`config.mk`:
```
export PLATFORM = sky130hd
export DESIGN_NAME = yuv444_to_422_flat
export DESIGN_NICKNAME = d
export VERILOG_FILES = /design/src/rtl/yuv_pkg.sv /design/src/rtl/yuv444_to_422_if.sv /design/src/rtl/yuv_line_tracker.sv /design/src/rtl/yuv444_to_422.sv /design/src/flat_wrapper.sv
export SDC_FILE = /design/constraint.sdc
export NUM_CORES = 1
export LEC_CHECK = 0
export CAP_MARGIN = 20
export CORE_AREA = 2 2 117 119
export CTS_CLUSTER_DIAMETER = 150
export CTS_CLUSTER_SIZE = 12
export DETAILED_ROUTE_END_ITERATION = 12
export DIE_AREA = 0 0 119 121
export PLACE_DENSITY = 0.56
export SYNTH_ARGS = -nofsm -noshare
export SYNTH_HDL_FRONTEND = slang
export SYNTH_HIERARCHICAL = 1
export SYNTH_SLANG_ARGS = --single-unit
```
`constraint.sdc`:
```
create_clock -name clk_i -period 2.5 [get_ports clk_i]
set_clock_uncertainty 0.2 [all_clocks]
set_input_delay 0.375 -clock clk_i [delete_from_list [all_inputs] [get_ports clk_i]]
set_output_delay 0.375 -clock clk_i [all_outputs]
set_load 0.02 [all_outputs]
```
`src/rtl/yuv_pkg.sv`:
```
// rtl/yuv_pkg.sv - shared types, default widths and rounding-average helper for the 4:4:4 to 4:2:2 converter
package yuv_pkg;

   typedef enum logic {
      CSEL_U = 1'b0,
      CSEL_V = 1'b1
   } chroma_sel_t;

   localparam int DEF_DATA_W    = 8;
   localparam int DEF_PIX_CNT_W = 12;

   // Sum is exact for any component width below 32 bits, so the halved result never wraps.
   function automatic logic [31:0] avg_round(input logic [31:0] a, input logic [31:0] b);
      return (a + b + 32'd1) >> 1;
   endfunction

endpackage

```
`src/rtl/yuv444_to_422_if.sv`:
```
// rtl/yuv444_to_422_if.sv - pixel stream bundle: 4:4:4 input side and 4:2:2 output side
interface yuv444_to_422_if
   import yuv_pkg::*;
#(
   parameter int DATA_W = DEF_DATA_W
);
   logic              fv444;
   logic              lv444;
   logic [DATA_W-1:0] y444;
   logic [DATA_W-1:0] u444;
   logic [DATA_W-1:0] v444;

   logic              fv422;
   logic              lv422;
   logic [DATA_W-1:0] y422;
   logic [DATA_W-1:0] c422;
   chroma_sel_t       c_sel;

   modport master (
      output fv444, lv444, y444, u444, v444,
      input  fv422, lv422, y422, c422, c_sel
   );

   modport slave (
      input  fv444, lv444, y444, u444, v444,
      output fv422, lv422, y422, c422, c_sel
   );
endinterface

```
`src/rtl/yuv_line_tracker.sv`:
```
// rtl/yuv_line_tracker.sv - line edge detect, chroma phase, saturating pixel counter, line length/odd reporting
module yuv_line_tracker #(
   parameter int PIX_CNT_W = 12
) (
   input  logic                 clk,
   input  logic                 rst,
   input  logic                 lv,
   output logic                 phase,
   output logic [PIX_CNT_W-1:0] line_len,
   output logic                 line_odd
);
   logic                 lv_d;
   logic                 rise;
   logic                 fall;
   logic                 end_s1;
   logic [PIX_CNT_W-1:0] cnt;
   logic [PIX_CNT_W-1:0] len_s1;

   assign rise = lv & ~lv_d;
   assign fall = ~lv & lv_d;

   always_ff @(posedge clk) begin
      if (rst) begin
         lv_d     <= 1'b0;
         phase    <= 1'b0;
         cnt      <= '0;
         end_s1   <= 1'b0;
         len_s1   <= '0;
         line_len <= '0;
         line_odd <= 1'b0;
      end else begin
         lv_d  <= lv;
         phase <= lv ? ~phase : 1'b0;
         if (lv) begin
            if (rise)
               cnt <= PIX_CNT_W'(1);
            else if (!(&cnt))
               cnt <= cnt + PIX_CNT_W'(1);
         end
         // Extra stage keeps the line-end report aligned with the datapath's two-clock latency.
         end_s1   <= fall;
         len_s1   <= cnt;
         line_odd <= end_s1 & len_s1[0];
         if (end_s1)
            line_len <= len_s1;
      end
   end
endmodule

```
`src/rtl/yuv444_to_422.sv`:
```
// rtl/yuv444_to_422.sv - 4:4:4 to 4:2:2 chroma subsampler; define CHROMA_AVG_EN for averaged chroma
module yuv444_to_422
   import yuv_pkg::*;
#(
   parameter int DATA_W    = DEF_DATA_W,
   parameter int PIX_CNT_W = DEF_PIX_CNT_W
) (
   input  logic                 clk_i,
   input  logic                 rst_i,
   yuv444_to_422_if.slave       vid,
   output logic [PIX_CNT_W-1:0] line_len_o,
   output logic                 line_odd_o
);
   logic              lv;
   logic              phase;
   logic              s1_lv;
   logic              s1_fv;
   logic              s1_phase;
   logic [DATA_W-1:0] s1_y;
   logic [DATA_W-1:0] s1_u;
   logic [DATA_W-1:0] s1_v;
   logic [DATA_W-1:0] v_hold;
   logic [DATA_W-1:0] c_next;
   chroma_sel_t       sel_next;

   assign lv = vid.lv444 & vid.fv444;

   yuv_line_tracker #(
      .PIX_CNT_W(PIX_CNT_W)
   ) u_tracker (
      .clk      (clk_i),
      .rst      (rst_i),
      .lv       (lv),
      .phase    (phase),
      .line_len (line_len_o),
      .line_odd (line_odd_o)
   );

   always_ff @(posedge clk_i) begin
      if (rst_i) begin
         s1_lv     <= 1'b0;
         s1_fv     <= 1'b0;
         s1_phase  <= 1'b0;
         s1_y      <= '0;
         s1_u      <= '0;
         s1_v      <= '0;
         v_hold    <= '0;
         vid.fv422 <= 1'b0;
         vid.lv422 <= 1'b0;
         vid.y422  <= '0;
         vid.c422  <= '0;
         vid.c_sel <= CSEL_U;
      end else begin
         s1_lv    <= lv;
         s1_fv    <= vid.fv444;
         s1_phase <= phase;
         s1_y     <= vid.y444;
         s1_u     <= vid.u444;
         s1_v     <= vid.v444;
         // Even pixel's Cr waits here for its odd partner; deliberately not cleared between lines.
         if (s1_lv && !s1_phase)
            v_hold <= s1_v;
         vid.fv422 <= s1_fv;
         vid.lv422 <= s1_lv;
         vid.y422  <= s1_lv ? s1_y : '0;
         vid.c422  <= c_next;
         vid.c_sel <= sel_next;
      end
   end

   always_comb begin
      c_next   = '0;
      sel_next = CSEL_U;
      if (s1_lv) begin
         if (s1_phase) begin
            sel_next = CSEL_V;
`ifdef CHROMA_AVG_EN
            c_next = DATA_W'(avg_round(32'(v_hold), 32'(s1_v)));
`else
            c_next = v_hold;
`endif
         end else begin
`ifdef CHROMA_AVG_EN
            // The live input is this pixel's odd partner; an unpaired last pixel keeps its own Cb.
            c_next = lv ? DATA_W'(avg_round(32'(s1_u), 32'(vid.u444))) : s1_u;
`else
            c_next = s1_u;
`endif
         end
      end
   end
endmodule

```
`src/flat_wrapper.sv`:
```
// flat-port wrapper written by rule: the top's interface ports become plain ports
module yuv444_to_422_flat import yuv_pkg::*;
#(
   parameter int DATA_W    = DEF_DATA_W,
   parameter int PIX_CNT_W = DEF_PIX_CNT_W
)
  (clk_i, rst_i, line_len_o, line_odd_o, vid_fv444, vid_lv444, vid_y444, vid_u444, vid_v444, vid_fv422, vid_lv422, vid_y422, vid_c422, vid_c_sel);
  yuv444_to_422_if #(.DATA_W(DATA_W)) vid_i ();
  input  logic clk_i;
  input  logic rst_i;
  output logic [PIX_CNT_W-1:0] line_len_o;
  output logic line_odd_o;
  input wire logic [$bits(vid_i.fv444)-1:0] vid_fv444;
  input wire logic [$bits(vid_i.lv444)-1:0] vid_lv444;
  input wire logic [$bits(vid_i.y444)-1:0] vid_y444;
  input wire logic [$bits(vid_i.u444)-1:0] vid_u444;
  input wire logic [$bits(vid_i.v444)-1:0] vid_v444;
  output wire logic [$bits(vid_i.fv422)-1:0] vid_fv422;
  output wire logic [$bits(vid_i.lv422)-1:0] vid_lv422;
  output wire logic [$bits(vid_i.y422)-1:0] vid_y422;
  output wire logic [$bits(vid_i.c422)-1:0] vid_c422;
  output wire logic [$bits(vid_i.c_sel)-1:0] vid_c_sel;
  assign vid_i.fv444 = vid_fv444;
  assign vid_i.lv444 = vid_lv444;
  assign vid_i.y444 = vid_y444;
  assign vid_i.u444 = vid_u444;
  assign vid_i.v444 = vid_v444;
  assign vid_fv422 = vid_i.fv422;
  assign vid_lv422 = vid_i.lv422;
  assign vid_y422 = vid_i.y422;
  assign vid_c422 = vid_i.c422;
  assign vid_c_sel = vid_i.c_sel;
  yuv444_to_422 #(.DATA_W(DATA_W), .PIX_CNT_W(PIX_CNT_W)) u_core (.clk_i(clk_i), .rst_i(rst_i), .vid(vid_i), .line_len_o(line_len_o), .line_odd_o(line_odd_o));
endmodule
```
# Word-level counts from Yosys, hierarchy flattened
# Index checks and enable logic that the tools add are counted.
[op_classes]
n_bitwise = 7
mux = 4
reduce_logical = 6
eq_ne = 1
addsub = 1
[op_table]
columns = ["operator", "count"]
rows = [
  ["$mux 12", 2],
  ["$add 12x1->12 const B", 1],
  ["$reduce_and 12->1", 1],
  ["$mux 8", 1],
  ["$and 1x1->1", 4],
  ["$reduce_or 2->1", 2],
  ["$not 1->1", 3],
  ["$ne 2x2->1 const B", 1],
  ["$reduce_and 2->1", 1],
  ["$logic_and 1x1->1", 1],
  ["$logic_not 1->1", 1],
  ["$mux 1", 1],
]
[totals]
regBits = 93
input_bits = 28
word_cells = 37

# Longest topological paths before layout
# Gate-level depths: netlist of run 1.
[logic_depth]
depth_word = 4
ltp_mapped = 7

# Hierarchy
# The synthesis of run 1 kept the hierarchy.
[modules_own_cells]
columns = ["module", "area_each_um2", "cells_each", "n_inst", "seq_area_each_um2"]
rows = [
  ["yuv444_to_422", 1682.9, 142, 1, 1081.0],
  ["yuv_line_tracker", 1565.3, 161, 1, 800.8],
]

# Worst setup path before layout of run 1
# Ideal clock, no wire load.
[synth_timing]
path_type = "flip-flop to flip-flop"
from = "reg u_core.u_tracker.cnt[0]"
to = "reg u_core.u_tracker.cnt[4]"
setup_time_ps = 70
n_path_buf = 2
t_required_ps = 2230
synth_period_minus_slack_ps = 1816
slack_ps = 684
path_stages_with_launch = 8
arrival_ps = 1547
cell_sequence = "dfxtp_1 > ha_1 > and3_1 > buf_6 > and4_4 > buf_6 > or3_1 > a21oi_1"
[synth_between]
elab_chain_cells = 3
[synth_rtl]
columns = ["element", "line", "source"]
rows = [
  ["start, declared", "yuv_line_tracker.sv:16", "logic [PIX_CNT_W-1:0] cnt;"],
  ["start signal, assigned", "yuv_line_tracker.sv:38", "cnt <= cnt + PIX_CNT_W'(1);"],
  ["$add 12x1->12 / $reduce_and 12->1 (equally long branches)", "yuv_line_tracker.sv:38, yuv_line_tracker.sv:37", ""],
  ["$mux 12 / $ne 2x2->1 (equally long branches)", "n/a", ""],
  ["$mux 12 / $reduce_and 2->1 (equally long branches)", "n/a", ""],
]
# Several ways; a longest one is shown, not always the timed one. The select of a mux whose other input is x is not followed.
# A chain may end at the register's enable or synchronous reset.

# Final worst setup path of run 1
[layout_timing]
from = "in vid_fv444"
to = "reg u_core.u_tracker.cnt[9]"
[layout_between]
elab_chain_cells = 4
[layout_rtl]
columns = ["element", "line", "source"]
rows = [
  ["start, declared", "flat_wrapper.sv:13", "input wire logic [$bits(vid_i.fv444)-1:0] vid_fv444;"],
  ["$and 1x1->1 (*)", "yuv444_to_422.sv:26", "assign lv = vid.lv444 & vid.fv444;"],
  ["via u_core.lv", "yuv444_to_422.sv:14", "logic lv;"],
  ["$and 1x1->1", "yuv_line_tracker.sv:19", "assign rise = lv & ~lv_d;"],
  ["$ne 2x2->1 (no source line)", "n/a", ""],
  ["$reduce_and 2->1 (no source line)", "n/a", ""],
]
# The timed path passes the listed nets; every way through them passes the cells marked *.

==> qor.yml, run 1 <==
fin_crit_sh_pct: 76.08
yosys_warnings: 6
met1_length_mm: 3.249
cts_buffers: 9
worst-slew-pin-transition_ns: 0.7991
post_cts_buffers: 0
insertion_delay_ns: 0.34
ir_worst_vdd_v: 0.0002229
root_buffer: "clkbuf_16"
first_pass_iters: 4
tns_ns: 0
slew_violations: 0
grt_overflow_total: 0
wl_per_cell_microns: 12.42
crit_type: "input port to flip-flop"
drc: 0
vias: 2245
num_antenna_cells: 0
layout_commonest_cell: "dfxtp_1"
drt_wl_total_mm: 6.695
maxCapViolCount: 0
register_area_sq_um: 1882
rows: 42
syn-mean-instance-area_sq_um: 10.72
cts.repair.resized: 0
dp_hpwl_mm: 4.532
hold_class: "flip-flop to flip-flop"
critPathRequiredTime_ns: 2.53
drtAntennaViolNets: 0
cts_sinks: 94
finalNonFillerCells: 539
slew_headroom_pct: 46.66
finalHoldViolations: 0
async_flop_share_pct: 0
area_growth_syn_to_layout_pct: 30.08
die_height_microns: 121
dpl.cell_count: 524
grt_pass1_wl_mm: 10.99
setup_violations: 0
clk_pin_slew_ns: 0.06
rsz0062_at_grt: "no"
cpPeakStageDelay_ns: 0.41
synth_fp_nets: 332
run_status: "complete, no violations"
critical_path_arrival_ns: 1.93
final_cell_mix: "dfxtp_1, clkdlybuf4s50_1, nor2b_1"
synth_seq_cells: 94
synth_area_sq_um: 3248
wl_met2_mm: 3.065
drt-initial-drc-count: 228
nets: 388
antenna_found_initial: 0
initial_core_util_pct: 24.82
gr-usage-all-layers_pct: 9.674
fmax_mhz: 525.8
endpoint_kind: "flip-flop"
dieArea_sq_um: 14400
finalPower_mw: 2.924
yosysUniqueCellTypes: 42
cts_tree: "built"
postCtsHoldBufs: 0
h-tree-depth: 3
dr.max_layer_used: "met4"
synth-edff-count: 0
clock_path_buffers: 2
synthFlopType: "dfxtp_1"
p_leak_nw: 1.457
drive_gt1_share_pct: 6.336
via_per_inst: 4.165
gp_congestion: 0.8304
critPathMaxFanout: 12
path_buf_inv: 2
grt_max_degree: 30
powerDensity_nw_per_um2: 691.9
period_needed_ns: 1.902
core_sq_um: 13090
port_buffers: 59
fillers: 1310
num_io_pins: 60
multiInputGateArea_sq_um: 1215
grt_pass1_vias: 2199
netlist_instances: 303
critPathTopFamily: "simple AND/OR/NAND/NOR gates"
ys_seq_area_share_pct: 57.94
fp.dieW_microns: 119
cp_slowest_cell: "clkdlybuf4s50_1"
cp_cell_sequence: "clkdlybuf4s50_1 -> and2_1 -> buf_4 -> nand2b_1 -> or2b_1 -> o311ai_1"
start_kind: "input port"
wl_met3_microns: 305
## cell type report
cell class,instances,area share [%]
Clock buffer,14,6.248
Clock inverter,1,0.1184
Tap cell,176,5.212
Sequential cell,94,44.54
Multi-Input combinational cell,186,28.75
Timing Repair Buffer,63,14.57
Inverter,5,0.5626
## cell usage after synthesis (all sizes together) (8+ instances only)
library cell | number | area share, %
o21ai | 16 | 2.5
nor2b | 39 | 7.7
nand2b | 11 | 2.2
clkbuf | 9 | 1.7
nand2 | 8 | 0.92
nor2 | 27 | 3.1
nand4bb | 8 | 2.8
mux2i | 21 | 6.5
and2 | 11 | 2.1
buf | 9 | 2.2
dfxtp | 94 | 58
## final timing paths
| kind | startpoint | endpoint | slack, ns | cells after the start |
|---|---|---|---|---|
| worst min register to register | u_core/u_tracker/phase | u_core/u_tracker/phase | 0.22 | 1 |
| worst min-delay path | u_core/u_tracker/phase | u_core/u_tracker/phase | 0.22 | 1 |
| worst max-delay path | vid_fv444 | u_core/u_tracker/cnt[9] | 0.60 | 6 |
| worst max register to register | u_core/u_tracker/cnt[0] | u_core/u_tracker/cnt[4] | 0.69 | 5 |
## sequential cells by signal, indices dropped and copies added (netlist names), 8 cells and up
name / flops
u_core/u_tracker/cnt: 12
u_core/u_tracker/len_s1: 12
u_core/u_tracker/line_len: 12
u_core/s1_u: 8
u_core/s1_v: 8
u_core/s1_y: 8
u_core/v_hold: 8
u_core/vid.c422: 8
u_core/vid.y422: 8
## metal layers
| metal | vias to the layer above | global-route usage [%] |
|---|---|---|
| li1 | 1134 | - |
| met1 | 1042 | 12.37 |
| met2 | 63 | 15.12 |
| met3 | 6 | 3.289 |
| met4 | 0 | 3.571 |
| met5 | - | 0 |
## metrics by stage
step | utilization [%] | hold slack (ns) | cell area, sq um | worst slack (ns)
5_1_grt | 32.29 | 0.2368 | 4225 | 0.5094
2_1_floorplan | - | 0.1895 | 3248 | 0.6835
3_5_place_dp | 30.24 | 0.2075 | 3956 | 0.2706
6_report | 32.29 | 0.2179 | 4225 | 0.5980
4_1_cts | 32.29 | 0.2167 | 4225 | 0.5797
3_3_place_gp | 30.24 | 0.2055 | 3956 | 0.3755
## cell families (layout without fill, tap and decap cells)
kind of cell	after synthesis	count (layout)	share of synthesized area [%]
adder cells (fa/ha/maj)	1	1	0.3851
multiplexers	21	21	6.471
AND/OR/NAND/NOR	129	129	24.00
buffers and inverters	23	83	4.661
AO/OA/AOI/OAI	35	35	6.549
flip-flops	94	94	57.94
## report_power, final
group | total, mW | internal [mW] | switching (mW)
combinational | 0.133 | 0.0771 | 0.0554
clock | 1.24 | 0.722 | 0.521
sequential | 1.55 | 1.53 | 0.0181
total | 2.92 | 2.33 | 0.594
Note: power is estimated with default switching activity, not from simulation.
==> inputs of run 2 (changes only) <==
==> constraint.sdc (replaced) <==
create_clock -name clk_i -period 1.88 [get_ports clk_i]
set_clock_uncertainty 0.2 [all_clocks]
set_input_delay 0.282 -clock clk_i [delete_from_list [all_inputs] [get_ports clk_i]]
set_output_delay 0.282 -clock clk_i [all_outputs]
set_load 0.02 [all_outputs]
==> run 2 against run 1 <==
Against the previous run:
- sequential power up 32%
- register-to-register slack got worse by 0.58 ns
- clock-buffer cell count is 3 lower
- highest routed layer unchanged
- via count up 2.0%
- die area stayed put
- power grew 41%
- global-route usage fell by 0.26 points
- clock power is 50% higher
==> qor.yml, run 2 (synthesis gave the netlist of run 1 again) <==
finalPower_mw: 4.112
drt_wl_total_mm: 6.575
postCtsHoldBufs: 0
cp_slowest_cell: "clkdlybuf4s50_1"
nets: 400
clock_path_buffers: 2
slew_violations: 0
gp_congestion: 0.8065
cts.repair.resized: 0
initial_core_util_pct: 24.82
critPathTopFamily: "buffers and inverters"
worst-slew-pin-transition_ns: 0.3833
grt_max_degree: 23
drc: 0
maxCapViolCount: 0
finalHoldViolations: 0
run_status: "complete, no violations"
drive_gt1_share_pct: 9.600
final_util_pct: 33.26
setup_violations: 0
h-tree-depth: 3
dp_hpwl_mm: 4.507
vias: 2290
finalHoldWorstSlack_ns: 0.1504
fin_crit_sh_pct: 95.52
critPathRequiredTime_ns: 1.40
insertion_delay_ns: 0.33
grt_overflow_total: 0
endpoint_kind: "output port"
top_regs: "u_core/u_tracker/cnt (12), u_core/u_tracker/len_s1 (12), u_core/u_tracker/line_len (12)"
wl_met2_mm: 3.121
num_antenna_cells: 0
start_kind: "flip-flop"
num_io_pins: 60
hold_class: "input port to flip-flop"
ir_worst_vdd_v: 0.0003317
grt_pass1_vias: 2274
r2r_slack_ns: 0.11
gr-usage-all-layers_pct: 9.417
cp_cell_sequence: "clkdlybuf4s50_1"
final_cell_mix: "dfxtp_1, clkdlybuf4s50_1, nor2b_1"
dr.max_layer_used: "met4"
tns_ns: 0
die_height_microns: 121
fp.dieW_microns: 119
wl_met3_microns: 281
crit_type: "flip-flop to output port"
path_buf_inv: 1
post_cts_buffers: 0
cts_buffers: 9
cpPeakStageDelay_ns: 0.64
core_sq_um: 13090
dieArea_sq_um: 14400
first_pass_iters: 4
powerDensity_nw_per_um2: 945.0
wl_per_cell_microns: 11.93
fillers: 1285
cts_tree: "built"
grt_pass1_wl_mm: 10.85
fmax_mhz: 556.8
rsz0062_at_grt: "no"
slew_headroom_pct: 74.44
root_buffer: "clkbuf_16"
cts_sinks: 94
critPathMaxFanout: 2
layout_commonest_cell: "dfxtp_1"
period_needed_ns: 1.796
area_growth_syn_to_layout_pct: 33.98
drtAntennaViolNets: 0
met1_length_mm: 3.082
drt-initial-drc-count: 152
port_buffers: 59
critical_path_arrival_ns: 1.31
clk_pin_slew_ns: 0.06
via_per_inst: 4.156
p_leak_nw: 1.529
rows: 42
antenna_found_initial: 0
## run 2: final cells by class
class | instances | area [sq um] | area share (%)
Tap cell | 176 | 220.2 | 5.060
Inverter | 5 | 23.77 | 0.5463
Multi-Input combinational cell | 186 | 1215 | 27.92
Clock buffer | 11 | 232.7 | 5.348
Sequential cell | 94 | 1882 | 43.24
Timing Repair Buffer | 75 | 705.7 | 16.22
Clock inverter | 4 | 72.57 | 1.668
## run 2: power by group
part / internal (mW) / switching [mW]
clock: 1.16 / 0.708
combinational: 0.115 / 0.0804
sequential: 2.03 / 0.0187
## run 2: layer usage
layer,GRT usage (%),vias up
li1,-,1156
met2,15.41,59
met1,11.62,1068
met5,0,-
met3,2.820,7
met4,3.720,0
## run 2: metrics by stage
| step | setup slack, ns | cell area [sq um] | instances |
|---|---|---|---|
| 6_report | 0.08417 | 4352 | 551 |
| 3_3_place_gp | -0.1447 | 4046 | 536 |
| 2_1_floorplan | 0.06353 | 3248 | 303 |
| 4_1_cts | 0.06208 | 4352 | 551 |
| 3_5_place_dp | -0.1912 | 4046 | 536 |
| 5_1_grt | 0.01277 | 4352 | 551 |
## run 2: worst paths after layout
check,from,to,cells past startpoint
worst max-delay path,u_core/u_tracker/line_len[3],line_len_o[3],1
worst min-delay path,rst_i,u_core/vid.fv422,2
worst min register to register,u_core/u_tracker/phase,u_core/u_tracker/phase,1
worst max register to register,u_core/u_tracker/cnt[1],u_core/u_tracker/cnt[2],5
